[src/rtl/mmio_periph_bus_pkg.sv]
// Address map and status-bit layout shared by the MMIO peripheral page.
package mmio_periph_bus_pkg;

  typedef logic [7:0] ioAddr_t;

  localparam ioAddr_t ADDR_LED      = 8'h00;
  localparam ioAddr_t ADDR_IN_STAT  = 8'h04;
  localparam ioAddr_t ADDR_IN_DATA  = 8'h08;
  localparam ioAddr_t ADDR_OUT_DATA = 8'h0C;
  localparam ioAddr_t ADDR_OUT_RDY  = 8'h10;
  localparam ioAddr_t ADDR_CYCLE    = 8'h14;
  localparam ioAddr_t ADDR_SW       = 8'h18;

  localparam int STAT_VALID_BIT   = 0;
  localparam int STAT_OVERRUN_BIT = 1;
  localparam int RDY_BIT          = 0;

endpackage

[src/rtl/mmio_periph_bus_btn_debounce.sv]
// Two-flop synchronizer plus hold-time debounce for the push button;
// emits a one-cycle pulse on each accepted rising level.
module btn_debounce #(
  parameter int DEBOUNCE_CYCLES = 1000000
) (
  input  logic clk,
  input  logic rst,
  input  logic btn_i,
  output logic press_o
);

  localparam int CW = (DEBOUNCE_CYCLES > 1) ? $clog2(DEBOUNCE_CYCLES) : 1;
  localparam logic [CW-1:0] LAST = CW'(DEBOUNCE_CYCLES - 1);

  logic [1:0]    btnSync_q;
  logic [CW-1:0] cnt_q, cnt_d;
  logic          stable_q, stable_d;
  logic          stablePrev_q;
  logic          synced;

  assign synced = btnSync_q[1];

  // The counter only runs while the synchronized level disagrees with the
  // accepted level; any agreeing sample restarts the hold window.
  always_comb begin
    cnt_d    = '0;
    stable_d = stable_q;
    if (synced != stable_q) begin
      if (cnt_q == LAST) begin
        stable_d = synced;
      end else begin
        cnt_d = cnt_q + 1'b1;
      end
    end
  end

  always_ff @(posedge clk or posedge rst) begin
    if (rst) begin
      btnSync_q    <= '0;
      cnt_q        <= '0;
      stable_q     <= 1'b0;
      stablePrev_q <= 1'b0;
    end else begin
      btnSync_q    <= {btnSync_q[0], btn_i};
      cnt_q        <= cnt_d;
      stable_q     <= stable_d;
      stablePrev_q <= stable_q;
    end
  end

  assign press_o = stable_q & ~stablePrev_q;

endmodule

[src/rtl/mmio_periph_bus.sv]
// MMIO slave behind the CPU MEM-stage IO port: LEDs, debounced switch
// capture channel, display handshake channel and a free-running cycle counter.
module mmio_periph_bus
  import mmio_periph_bus_pkg::*;
#(
  parameter int DEBOUNCE_CYCLES = 1000000,
  parameter int SW_W            = 16,
  parameter int LED_W           = 16
) (
  input  logic             clk,
  input  logic             rst,
  input  logic [7:0]       io_addr,
  input  logic [31:0]      io_dout,
  input  logic             io_we,
  input  logic             io_rd,
  output logic [31:0]      io_din,
  input  logic [SW_W-1:0]  sw,
  input  logic             btn,
  output logic [LED_W-1:0] led,
  output logic [31:0]      out_data,
  output logic             out_valid,
  input  logic             out_ack
);

  logic [SW_W-1:0]  swMeta_q, swSync_q;
  logic [LED_W-1:0] led_q, led_d;
  logic             inValid_q, inValid_d;
  logic             overrun_q, overrun_d;
  logic [SW_W-1:0]  inData_q, inData_d;
  logic [31:0]      outData_q, outData_d;
  logic             outValid_q, outValid_d;
  logic [31:0]      cycleCnt_q, cycleCnt_d;
  logic             press;
  logic             consume;
  logic             outAccept;

  btn_debounce #(
    .DEBOUNCE_CYCLES(DEBOUNCE_CYCLES)
  ) u_btn_debounce (
    .clk    (clk),
    .rst    (rst),
    .btn_i  (btn),
    .press_o(press)
  );

  assign consume   = io_rd && (io_addr == ADDR_IN_DATA);
  assign outAccept = io_we && (io_addr == ADDR_OUT_DATA) && (!outValid_q || out_ack);

  always_comb begin
    led_d      = led_q;
    inValid_d  = inValid_q;
    overrun_d  = overrun_q;
    inData_d   = inData_q;
    outData_d  = outData_q;
    outValid_d = outValid_q;
    cycleCnt_d = cycleCnt_q + 32'd1;

    if (io_we && (io_addr == ADDR_LED)) begin
      led_d = io_dout[LED_W-1:0];
    end

    // A consume frees the slot, so a press landing in the same cycle is
    // captured as fresh data rather than flagged as an overrun.
    if (consume) begin
      inValid_d = 1'b0;
      overrun_d = 1'b0;
    end
    if (press) begin
      if (!inValid_q || consume) begin
        inData_d  = swSync_q;
        inValid_d = 1'b1;
      end else begin
        overrun_d = 1'b1;
      end
    end

    if (outAccept) begin
      outData_d  = io_dout;
      outValid_d = 1'b1;
    end else if (out_ack) begin
      outValid_d = 1'b0;
    end

    if (io_we && (io_addr == ADDR_CYCLE)) begin
      cycleCnt_d = io_dout;
    end
  end

  always_ff @(posedge clk or posedge rst) begin
    if (rst) begin
      swMeta_q   <= '0;
      swSync_q   <= '0;
      led_q      <= '0;
      inValid_q  <= 1'b0;
      overrun_q  <= 1'b0;
      inData_q   <= '0;
      outData_q  <= '0;
      outValid_q <= 1'b0;
      cycleCnt_q <= '0;
    end else begin
      swMeta_q   <= sw;
      swSync_q   <= swMeta_q;
      led_q      <= led_d;
      inValid_q  <= inValid_d;
      overrun_q  <= overrun_d;
      inData_q   <= inData_d;
      outData_q  <= outData_d;
      outValid_q <= outValid_d;
      cycleCnt_q <= cycleCnt_d;
    end
  end

  always_comb begin
    io_din = '0;
    case (io_addr)
      ADDR_LED:     io_din = 32'(led_q);
      ADDR_IN_STAT: begin
        io_din[STAT_VALID_BIT]   = inValid_q;
        io_din[STAT_OVERRUN_BIT] = overrun_q;
      end
      ADDR_IN_DATA: io_din = 32'(inData_q);
      ADDR_OUT_RDY: io_din[RDY_BIT] = ~outValid_q;
      ADDR_CYCLE:   io_din = cycleCnt_q;
      ADDR_SW:      io_din = 32'(swSync_q);
      default:      io_din = '0;
    endcase
  end

  assign led       = led_q;
  assign out_data  = outData_q;
  assign out_valid = outValid_q;

endmodule
[config.mk]
export PLATFORM = sky130hd
export DESIGN_NAME = mmio_periph_bus
export DESIGN_NICKNAME = d
export VERILOG_FILES = /design/src/rtl/mmio_periph_bus_pkg.sv /design/src/rtl/mmio_periph_bus_btn_debounce.sv /design/src/rtl/mmio_periph_bus.sv
export SDC_FILE = /design/constraint.sdc
export NUM_CORES = 1
export LEC_CHECK = 0
export CAP_MARGIN = 5
export CORE_MARGIN = 2
export CORE_UTILIZATION = 30
export DETAILED_ROUTE_END_ITERATION = 6
export HOLD_SLACK_MARGIN = 0.06
export PLACE_DENSITY = 0.53
export SLEW_MARGIN = 20
export SYNTH_ARGS = -nofsm -noshare
export SYNTH_HDL_FRONTEND = slang
export SYNTH_SLANG_ARGS = --single-unit
[constraint.sdc]
create_clock -name clk -period 9.83 [get_ports clk]
set_input_delay 1.4745 -clock clk [delete_from_list [all_inputs] [get_ports clk]]
set_output_delay 1.4745 -clock clk [all_outputs]
set_load 0.05 [all_outputs]
==> metrics.md, run 1 <==
| Metric | Value |
|---|---|
| Clock transition at path regs | `around 0.060 ns` |
| DIE AREA | `about 24000 µm²` |
| Post-CTS resize count | `0` |
| Ant. Diodes | `0` |
| CORE AREA | `roughly 22000 µm²` |
| Post-synthesis cell type count | `48` |
| Post-CTS setup buffers | `0` |
| Clk_skew | `between 0.006 and 0.007 ns` |
| Syn-to-layout area delta | `34.12%` |
| Synth async-reset ratio | `100.0%` |
| Initial drt markers | `a little under 200` |
| Nets | `about 760` |
| CP peak stage delay | `~0.88 ns` |
| Beginning of the worst hold path | `swMeta_q[15]` |
| Register area share after synthesis | `around 58%` |
| Synth area leader | `dfrtp_1` |
| Place WS | `roughly 4.0 ns` |
| H-tree depth | `4` |
| Worst-Margin Slew | `approximately 0.94 ns` |
| Critical Path Fanout Max | `33` |
| Clock sink count | `around 160` |
| Final ANT Viol Nets | `0` |
| Remaining routing DRC violations | `0` |
| WL/cell | `between 15 and 20 µm` |
| Fmax | `around 170 MHz` |
| Fin crit share | `between 60% and 70%` |
| CP bufs+invs | `2` |
| Final setup viols | `0` |
| Critical path depth | `6` |
| Final setup margin | `between 3 and 4 ns` |
| Total CTS buffers | `17` |
| Maximum vdd ir drop | `around 0.10 mV` |
| Largest net degree at the start of global routing | `85` |
| Skew-Pair Late Insertion Delay | `around 0.42 ns` |
| Ys flop type | `dfrtp_1` |
| Leakage | `3.818 nW` |
| Worst hold path depth | `0` |
| CP Class | `input pin to output port` |
| Relative slew slack | `a little under two fifths` |
| Seq cells post-synth | `155` |
| CP max stage cell | `clkdlybuf4s50_1` |
| Post-synth EDFFs | `0` |
| Syn_area_per_cell | `between 10 and 15 µm²` |
| Worst R2R Setup Slack | `~7.6 ns` |
| CP delay by family, top | `buffers and inverters` |
| Final wirelength | `around 17 mm` |
| Fillers | `2099` |
| Worst reg2reg endpoint | `cycleCnt_q[26]` |
| P per Cell Area | `about 180 nW/µm²` |
| Fin. Hold Viols | `0` |
| Port bufs | `between 100 and 150` |
| Ranking of synthesized cells by area | `dfrtp_1, mux2_2, xor2_1` |
| Cells along the critical path | `clkdlybuf4s50_1 -> nor3b_1 -> and3b_2 -> a22oi_1 -> o21ai_0 -> clkdlybuf4s50_1` |
| Share of cells above drive strength 1 | `16.06%` |
| Post-DP HPWL | `roughly 13 mm` |
| Hold/Removal Path Class | `flop to flop` |
| Post-DR vias/cell | `between 4 and 5` |
| Number of antenna violations at the first check in global routing | `0` |
| All-Layer GR Usage | `15.04%` |
| Die H | `about 150 µm` |
| TritonRoute pass-1 iters | `4` |
| Row Count | `54` |
| Placer Congestion | `roughly 0.85` |
| CTS tree | `done` |
| Io pins | `143` |
| MaxCap Viol Count | `0` |
| Seq. cell area | `approximately 3900 µm²` |
| R2R Path Start | `cycleCnt_q[0]` |
| Hold buffers post-CTS | `0` |
| Tmin final | `5.899 ns` |
| First-pass GRT wire length | `roughly 28 mm` |
| Top cell by count, worst path | `clkdlybuf4s50_1` |
| Crit start category | `input pin` |
| WP data arrival | `about 4.4 ns` |
| Synthesized cell area | `roughly 6700 µm²` |
| Hold EP | `swSync_q[15]` |
| Post-Syn Instances | `approximately 560` |
| Status | `complete, no violations` |
| Die Span X | `between 150 and 200 µm` |
| Crit. End Element | `output port` |
| Yosys warning total | `0` |
| Initial Util | `a little under a third` |
| RSZ-0062 raised after global routing | `no` |
| Syn Nets | `approximately 620` |
| Yosys top cell area share | `between 50 and 60%` |
| Area of the multi-input gates | `approximately 2700 µm²` |
| Root Driver | `clkbuf_16` |
| Setup TNS | `0 ns` |
| Vias in the first global route | `between 5000 and 6000` |
| Max Transition Viols Final | `0` |
| Max clock buf depth | `2` |
| Via count | `roughly 4700` |
| WP data required | `between 8 and 9 ns` |
| R2R cell count | `6` |
| Grt ovf | `0` |
[how the worst max path moves through the flow]
stage,from,end,slack [ns]
6_report,io_addr[2],io_din[4],3.93
5_1_grt,io_addr[2],io_din[3],3.75
2_1_floorplan,rst,cycleCnt_q[0],4.18
4_1_cts,io_addr[2],io_din[3],3.96
3_5_place_dp,io_addr[2],io_din[3],3.96
3_3_place_gp,io_addr[2],io_din[9],3.66
[through the flow]
step	hold slack, ns	util [%]	instance area [µm²]	instances	total power [mW]
final	0.3460	41.14	9005	990	1.578
after global routing	0.3512	41.14	9005	990	1.646
after CTS	0.3478	41.11	9000	990	1.598
after detailed placement	0.3347	38.36	8398	960	0.9180
after global placement	0.3335	38.36	8397	960	0.9137
after floorplan	0.3312	-	6714	558	0.8291
[cell families after synthesis]
logic type      count (synthesis)  share of synthesized area, %
compound gates                 66                         5.647
xor+xnor                       48                         6.262
buf+inv                        27                         1.957
fa+ha+maj                       2                        0.3727
flops                         155                         57.77
mux                            82                         13.47
simple gates                  178                         14.52
[final cells by class]
type / instances / area share, %
clock inverter: 7 / 1.264
multi-input combinational: 376 / 30.10
inverter: 4 / 0.2223
tap: 280 / 3.891
timing repair buffer: 145 / 16.03
sequential: 155 / 43.07
clock buffer: 23 / 5.419
[cell usage after synthesis, types with 4 or more instances]
cell type / n
and3_1: 7
inv_1: 4
nor4_1: 6
a22oi_1: 14
a21oi_1: 31
xnor2_1: 20
nand2_1: 18
xor2_1: 28
buf_2: 4
nand4_1: 11
and2_1: 16
mux2_2: 66
dfrtp_1: 155
nand2_2: 4
mux2i_1: 15
nor2_1: 64
o21ai_0: 15
clkbuf_1: 13
nand3_1: 24
[metal layers]
layer	vias to the layer above	share of wire [%]	track usage (%)
met5	-	0	0
met4	0	1.7	4.762
li1	2240	-	-
met2	116	49	25.44
met1	2356	45	19.11
met3	23	4.6	3.495
[sequential cells by signal, indices dropped and copies added, names as in the netlist]
name                         cells
cycleCnt_q                      32
swSync_q                        16
swMeta_q                        16
u_btn_debounce.stable_q          1
u_btn_debounce.cnt_q            20
led                             16
u_btn_debounce.stablePrev_q      1
out_data                        32
inData_q                        16
out_valid                        1
inValid_q                        1
overrun_q                        1
u_btn_debounce.btnSync_q         2
[layout by cell type, fill, tap and decap left out, types with 3 or more instances in the layout]
master,count
inv_1,3
nor2_1,64
and2_1,16
buf_4,3
xor2_1,28
and3_1,7
a21oi_1,31
o21ai_0,15
nand3_1,24
dfrtp_1,155
nand2_1,18
a31oi_1,3
mux2_2,66
a22oi_1,14
nor4_1,6
clkbuf_16,17
nor3_1,3
bufinv_16,3
nand4_1,11
clkbuf_8,4
mux2i_1,15
nand2_2,3
and4_1,3
clkinv_2,3
clkdlybuf4s50_1,142
xnor2_1,20
[where the power goes]
group	switching, mW	total, mW	internal, mW	leakage, nW
Clock	0.249	0.672	0.423	0.299
Sequential	0.0516	0.728	0.677	1.94
Combinational	0.0989	0.178	0.0792	1.57
Total	0.400	1.58	1.18	3.82
[worst register-to-register path: stages, from the launching register on]
cell	delay, ns
dfrtp_1	0.46
ha_1	0.23
nand3_1	0.24
nor3_4	0.53
nand2_2	0.13
or4b_1	0.49
nand3_1	0.09
Power figures use the tool's default switching activity.
==> run 2, diff against run 1 <==
--- a/config.mk
+++ b/config.mk
@@ -10,7 +10,7 @@
 export CORE_UTILIZATION = 30
 export DETAILED_ROUTE_END_ITERATION = 6
 export HOLD_SLACK_MARGIN = 0.06
-export PLACE_DENSITY = 0.53
+export PLACE_DENSITY = 0.55
 export SLEW_MARGIN = 20
 export SYNTH_ARGS = -nofsm -noshare
 export SYNTH_HDL_FRONTEND = slang
==> constraint.sdc (replaced) <==
create_clock -name clk -period 5.2 [get_ports clk]
set_input_delay 0.78 -clock clk [delete_from_list [all_inputs] [get_ports clk]]
set_output_delay 0.78 -clock clk [all_outputs]
set_load 0.05 [all_outputs]
==> run 2 against run 1 <==
Combinational power rose by 88%; power is 79% higher; via count shrank 0.15%; count of clock-buffer cells in the layout shrank 1; non-clock buffer count is 2 higher; clock power grew 67%; setup slack got worse by 2.9 ns; final cell count rose by 0.40%.
==> metrics.md, run 2 (synthesized netlist as in run 1, its figures left out) <==
| Metric | Value |
|---|---|
| Root Driver | `clkbuf_16` |
| Post-CTS resize count | `0 (unchanged)` |
| Final setup viols | `0 (unchanged)` |
| Cells along the critical path | `clkdlybuf4s50_1 -> nor3b_1 -> and3b_1 -> and2_1 -> clkdlybuf4s50_1` |
| Max clock buf depth | `2 (unchanged)` |
| Critical Path Fanout Max | `14 (-58%)` |
| Crit start category | `input pin` |
| Power Total | `2.820 mW (+79%)` |
| Ant. Diodes | `0 (unchanged)` |
| Clock sink count | `155 (unchanged)` |
| Fmax | `~240 MHz` |
| CTS tree | `done` |
| Skew-Pair Late Insertion Delay | `0.42 ns (about the same)` |
| CP Capture Point | `io_din[21]` |
| Post-CTS setup buffers | `0 (unchanged)` |
| Io pins | `143 (unchanged)` |
| All-Layer GR Usage | `14.71% (-0.32 points)` |
| Post-DR vias/cell | `4.757 (-0.55%)` |
| Worst R2R Setup Slack | `2.94 ns (-4.65 ns)` |
| Max Transition Viols Final | `0 (unchanged)` |
| Fin. Hold Viols | `0 (unchanged)` |
| TritonRoute pass-1 iters | `4 (unchanged)` |
| CP peak stage delay | `0.80 ns (-0.08 ns)` |
| MaxCap Viol Count | `0 (unchanged)` |
| R2R Path Start | `cycleCnt_q[0]` |
| CP bufs+invs | `2 (unchanged)` |
| Via count | `4728 (-0.15%)` |
| Post-DP HPWL | `12.51 mm (-1.5%)` |
| Clk_skew | `0.007646 ns (+0.001389 ns)` |
| Largest net degree at the start of global routing | `82 (-3.5%)` |
| Initial Util | `30.67% (unchanged)` |
| Nets | `765 (+0.26%)` |
| Share of cells above drive strength 1 | `18.77% (+2.7 points)` |
| Commonest non-fill, non-tap cell in the layout | `dfrtp_1` |
| RSZ-0062 raised after global routing | `no` |
| Worst-Margin Slew | `0.8926 ns (-0.04673 ns)` |
| Final ANT Viol Nets | `0 (unchanged)` |
| Crit. End Element | `output port` |
| Die Span X | `153.6 µm (unchanged)` |
| Hold buffers post-CTS | `0 (unchanged)` |
| CP max stage cell | `clkdlybuf4s50_1` |
| CP Class | `input pin to output port` |
| Hold/Removal Path Class | `flop to flop` |
| WP data arrival | `3.36 ns (-1.06 ns)` |
| Grt ovf | `0 (unchanged)` |
| Status | `complete, no violations` |
| Relative slew slack | `40.43% (+3.1 points)` |
| Syn-to-layout area delta | `32.63%` |
| Beginning of the worst hold path | `swMeta_q[3]` |
| Worst Setup SP | `io_addr[2]` |
| Fin crit share | `79.56%` |
| Tmin final | `4.137 ns` |
| Clock transition at path regs | `0.06 ns (about the same)` |
| Leakage | `3.823 nW (+0.14%)` |
| Row Count | `54 (unchanged)` |
| WP data required | `4.42 ns (-3.94 ns)` |
| Placer Congestion | `0.8467 (+0.18%)` |
| R2R cell count | `6 (unchanged)` |
| Remaining routing DRC violations | `0 (unchanged)` |
| H-tree depth | `4 (unchanged)` |
| P per Cell Area | `316.6 nW/µm² (+81%)` |
| Setup TNS | `0 ns (unchanged)` |
| Final wirelength | `16.87 mm (-3.5%)` |
| Initial drt markers | `258 (+34%)` |
| Top cell by count, worst path | `clkdlybuf4s50_1` |
| Die H | `153.6 µm (unchanged)` |
| Critical path depth | `5 (-1)` |
| First-pass GRT wire length | `27.30 mm (-2.5%)` |
| Number of antenna violations at the first check in global routing | `0 (unchanged)` |
| CORE AREA | `21890 µm² (unchanged)` |
| Fillers | `2111 (+0.57%)` |
| DIE AREA | `23590 µm² (unchanged)` |
| WL/cell | `16.97 µm (-3.9%)` |
| Total CTS buffers | `17 (unchanged)` |
| Port bufs | `142 (unchanged)` |
| Commonest non-fill, non-tap cells in the layout | `dfrtp_1, clkdlybuf4s50_1, mux2_2` |
| CP delay by family, top | `buffers and inverters` |
| Maximum vdd ir drop | `0.1945 mV (+90%)` |
| Worst reg2reg endpoint | `cycleCnt_q[26]` |
| Vias in the first global route | `4945 (-2.3%)` |
## run 2: changes by cell type in the layout (fill, tap and decap cells not counted), sizes merged
cell / previous run / this run
clkinvlp: 0 / 3
clkdlybuf4s50: 142 / 124
clkinv: 4 / 6
bufinv: 3 / 0
inv: 4 / 5
buf: 3 / 23
clkbuf: 23 / 22
## run 2: through the flow
stage               hold WS (ns)  util, %  instances  worst slack (ns)  cell area, µm²
global route              0.3652    40.68        994            0.7705            8905
CTS                       0.3512    40.66        994             1.050            8900
detailed placement        0.3358    38.22        962             1.053            8367
floorplan                 0.3312        -        558            0.2418            6714
finish                    0.3466    40.68        994             1.063            8905
global placement          0.3386    38.22        962             1.119            8367
## run 2: worst reg2reg max path, delay by kind of cell, from the launching register on
kind / cells / cell delay, ns
flops: 1 / 0.48
fa+ha+maj: 1 / 0.24
simple gates: 5 / 1.49
## run 2: cell type report
type | instances | area, µm² | area share, %
inverters | 4 | 20.02 | 0.2248
multi-input cells | 376 | 2709 | 30.42
repair buffers | 147 | 1414 | 15.88
well taps | 280 | 350.3 | 3.934
flip-flops and latches | 155 | 3879 | 43.56
clock inverters | 10 | 68.82 | 0.7728
clock buffers | 22 | 464.2 | 5.213
## run 2: power by group
part | internal [mW] | total (mW) | switching [mW]
registers | 1.28 | 1.37 | 0.0898
logic | 0.150 | 0.334 | 0.184
clock network | 0.635 | 1.12 | 0.482
total | 2.06 | 2.82 | 0.756
## run 2: worst min-delay path by stage
stage / depth (start not counted) / to
final: 0 / swSync_q[3]
after global routing: 0 / swSync_q[15]
after CTS: 0 / swSync_q[3]
after detailed placement: 0 / swSync_q[3]
after global placement: 0 / swSync_q[13]
after floorplan: 0 / swSync_q[0]
## run 2: per-layer routing
| layer | global-route usage (%) | vias up | part of all wire [%] |
|---|---|---|---|
| met4 | 4.238 | 0 | 1.1 |
| met1 | 19.24 | 2368 | 46 |
| met5 | 0 | - | 0 |
| li1 | - | 2240 | - |
| met2 | 24.13 | 107 | 49 |
| met3 | 3.890 | 13 | 4.2 |
==> run 3, diff against run 2 <==
--- a/config.mk
+++ b/config.mk
@@ -10,7 +10,7 @@
 export CORE_UTILIZATION = 30
 export DETAILED_ROUTE_END_ITERATION = 6
 export HOLD_SLACK_MARGIN = 0.06
-export PLACE_DENSITY = 0.55
+export PLACE_DENSITY = 0.53
 export SLEW_MARGIN = 20
 export SYNTH_ARGS = -nofsm -noshare
 export SYNTH_HDL_FRONTEND = slang
==> constraint.sdc (replaced) <==
create_clock -name clk -period 4.2 [get_ports clk]
set_input_delay 0.63 -clock clk [delete_from_list [all_inputs] [get_ports clk]]
set_output_delay 0.63 -clock clk [all_outputs]
set_load 0.05 [all_outputs]
==> run 3 against run 2 <==
Non-clock buffer count is 2 higher; core utilization increased by 1.9 points; power rose by 27%; register-to-register slack worse by 0.99 ns; clock skew is 0.0048 ns higher; count of clock-buffer cells in the layout fell by 3; final cell count increased by 0.10%; worst hold slack better by 0.00069 ns; critical endpoint is now io_din[4]; largest power group unchanged.
==> metrics.md, run 3 (synthesized netlist as in run 1, its figures left out) <==
| Metric | Value |
|---|---|
| Status | `complete, no violations` |
| First-pass GRT wire length | `27.28 mm (about the same)` |
| Initial Util | `30.67% (unchanged)` |
| DIE AREA | `23590 µm² (unchanged)` |
| Ant. Diodes | `0 (unchanged)` |
| R2R cell count | `6 (unchanged)` |
| Worst reg2reg endpoint | `cycleCnt_q[26]` |
| WP data required | `3.57 ns (-0.85 ns)` |
| WL/cell | `16.86 µm (-0.64%)` |
| Leakage | `3.950 nW (+3.3%)` |
| CP bufs+invs | `2 (unchanged)` |
| Fmax | `between 200 and 300 MHz` |
| All-Layer GR Usage | `14.69% (-0.027 points)` |
| H-tree depth | `4 (unchanged)` |
| Hold/Removal Path Class | `flop to flop` |
| Cells along the critical path | `clkdlybuf4s50_1 -> nor4b_1 -> and3_1 -> a22oi_1 -> o21ai_0 -> buf_12` |
| Relative slew slack | `39.10% (-1.3 points)` |
| Share of cells above drive strength 1 | `21.12% (+2.4 points)` |
| Final setup margin | `0.8088 ns (-0.2542 ns)` |
| Critical path depth | `6 (+1)` |
| Total CTS buffers | `17 (unchanged)` |
| Remaining routing DRC violations | `0 (unchanged)` |
| R2R Path Start | `cycleCnt_q[0]` |
| Io pins | `143 (unchanged)` |
| Post-CTS resize count | `0 (unchanged)` |
| CP max stage cell | `and3_1` |
| Fin. Hold Viols | `0 (unchanged)` |
| Fin crit share | `80.74%` |
| Skew-Pair Late Insertion Delay | `0.42 ns (about the same)` |
| Initial drt markers | `292 (+13%)` |
| Max clock buf depth | `2 (unchanged)` |
| CORE AREA | `21890 µm² (unchanged)` |
| Nets | `767 (+0.26%)` |
| Clock sink count | `155 (unchanged)` |
| Critical Path Fanout Max | `15 (+1)` |
| Tmin final | `around 3.4 ns` |
| Design area | `9313 µm² (+4.6%)` |
| Place WS | `0.8384 ns (-0.2145 ns)` |
| Root Driver | `clkbuf_16` |
| CTS tree | `done` |
| Clk_skew | `0.01244 ns (+0.004798 ns)` |
| Clock transition at path regs | `0.06 ns (about the same)` |
| Max Transition Viols Final | `0 (unchanged)` |
| Post-DP HPWL | `12.40 mm (-0.89%)` |
| Hold buffers post-CTS | `0 (unchanged)` |
| Die Span X | `153.6 µm (unchanged)` |
| Cell Area, Placed | `8746 µm² (+4.5%)` |
| RSZ-0062 raised after global routing | `no` |
| Post-DR vias/cell | `4.767 (+0.22%)` |
| Post-CTS setup buffers | `0 (unchanged)` |
| WP data arrival | `2.76 ns (-0.60 ns)` |
| Via count | `4743 (+0.32%)` |
| Worst-Margin Slew | `0.9126 ns (+0.01999 ns)` |
| CP delay by family, top | `simple AND/OR/NAND/NOR gates` |
| Post-Route Hold Slack | `0.3473 ns (+0.0006900 ns)` |
| Crit start category | `input pin` |
| Commonest non-fill, non-tap cell in the layout | `dfrtp_1` |
| CP peak stage delay | `0.62 ns (-0.18 ns)` |
| Placer Congestion | `0.8722 (+3.0%)` |
| Syn-to-layout area delta | `38.71%` |
| Maximum vdd ir drop | `0.2428 mV (+25%)` |
| Number of antenna violations at the first check in global routing | `0 (unchanged)` |
| CP Capture Point | `io_din[4]` |
| Setup TNS | `0 ns (unchanged)` |
| Final setup viols | `0 (unchanged)` |
| Final ANT Viol Nets | `0 (unchanged)` |
| Port bufs | `142 (unchanged)` |
| Fillers | `2034 (-3.6%)` |
| Final wirelength | `16.78 mm (-0.54%)` |
| Commonest non-fill, non-tap cells in the layout | `dfrtp_1, clkdlybuf4s50_1, mux2_2` |
| CP Class | `input pin to output port` |
| Power Total | `3.581 mW (+27%)` |
| Largest net degree at the start of global routing | `156 (+90%)` |
| Crit. End Element | `output port` |
| Vias in the first global route | `4911 (-0.69%)` |
| Grt ovf | `0 (unchanged)` |
| Die H | `153.6 µm (unchanged)` |
| MaxCap Viol Count | `0 (unchanged)` |
| TritonRoute pass-1 iters | `4 (unchanged)` |
| Row Count | `54 (unchanged)` |
| Worst Setup SP | `io_addr[5]` |
| P per Cell Area | `384.5 nW/µm² (+21%)` |
| Worst R2R Setup Slack | `1.95 ns (-0.99 ns)` |
==> run 3: cell count changes in the layout (fill, tap and decap cells not counted), sizes merged, moves of 2 or more <==
cell	delta
clkdlybuf4s50	-14
buf	+16
bufinv	+2
clkinvlp	+2
clkbuf	-3
==> run 3: how the worst min path moves through the flow <==
stage / start / endpoint / cells after the start
6_report: swMeta_q[5] / swSync_q[5] / 0
5_1_grt: swMeta_q[2] / swSync_q[2] / 0
4_1_cts: swMeta_q[5] / swSync_q[5] / 0
3_5_place_dp: swMeta_q[5] / swSync_q[5] / 0
3_3_place_gp: swMeta_q[2] / swSync_q[2] / 0
2_1_floorplan: swMeta_q[0] / swSync_q[0] / 0
==> run 3: worst reg2reg max path: stages, from the launching register on <==
cell and delay [ns]:
dfrtp_1 0.44, ha_1 0.23, nand3_1 0.26, nor3_4 0.54
nand2_2 0.12, or4b_1 0.49, nand3_1 0.09
==> run 3: final cells by class <==
cell class	instances	area [µm²]	share of cell area (%)
Clock buffer	19	442.9	4.756
Clock inverter	12	123.9	1.330
Inverter	4	18.77	0.2015
Multi-Input combinational cell	376	2704	29.03
Sequential cell	155	3879	41.65
Tap cell	280	350.3	3.762
Timing Repair Buffer	149	1794	19.27
==> run 3: where the power goes <==
group	switching, mW	internal, mW
clock	0.587	0.882
sequential	0.108	1.58
combinational	0.230	0.190
total	0.925	2.66
==> run 3: stage by stage <==
stage	util [%]	cells
2_1_floorplan	-	558
3_5_place_dp	39.95	964
5_1_grt	42.54	995
4_1_cts	42.54	995
6_report	42.54	995
3_3_place_gp	39.95	964
==> run 3: per-layer routing <==
metal | routed length [µm] | track usage, % | share of wire, % | vias up
met3 | 633 | 2.875 | 3.8 | 24
met2 | 8057 | 23.98 | 48 | 118
li1 | - | - | - | 2246
met1 | 7767 | 19.62 | 46 | 2355
met4 | 316 | 4.980 | 1.9 | 0
met5 | 0 | 0 | 0 | -
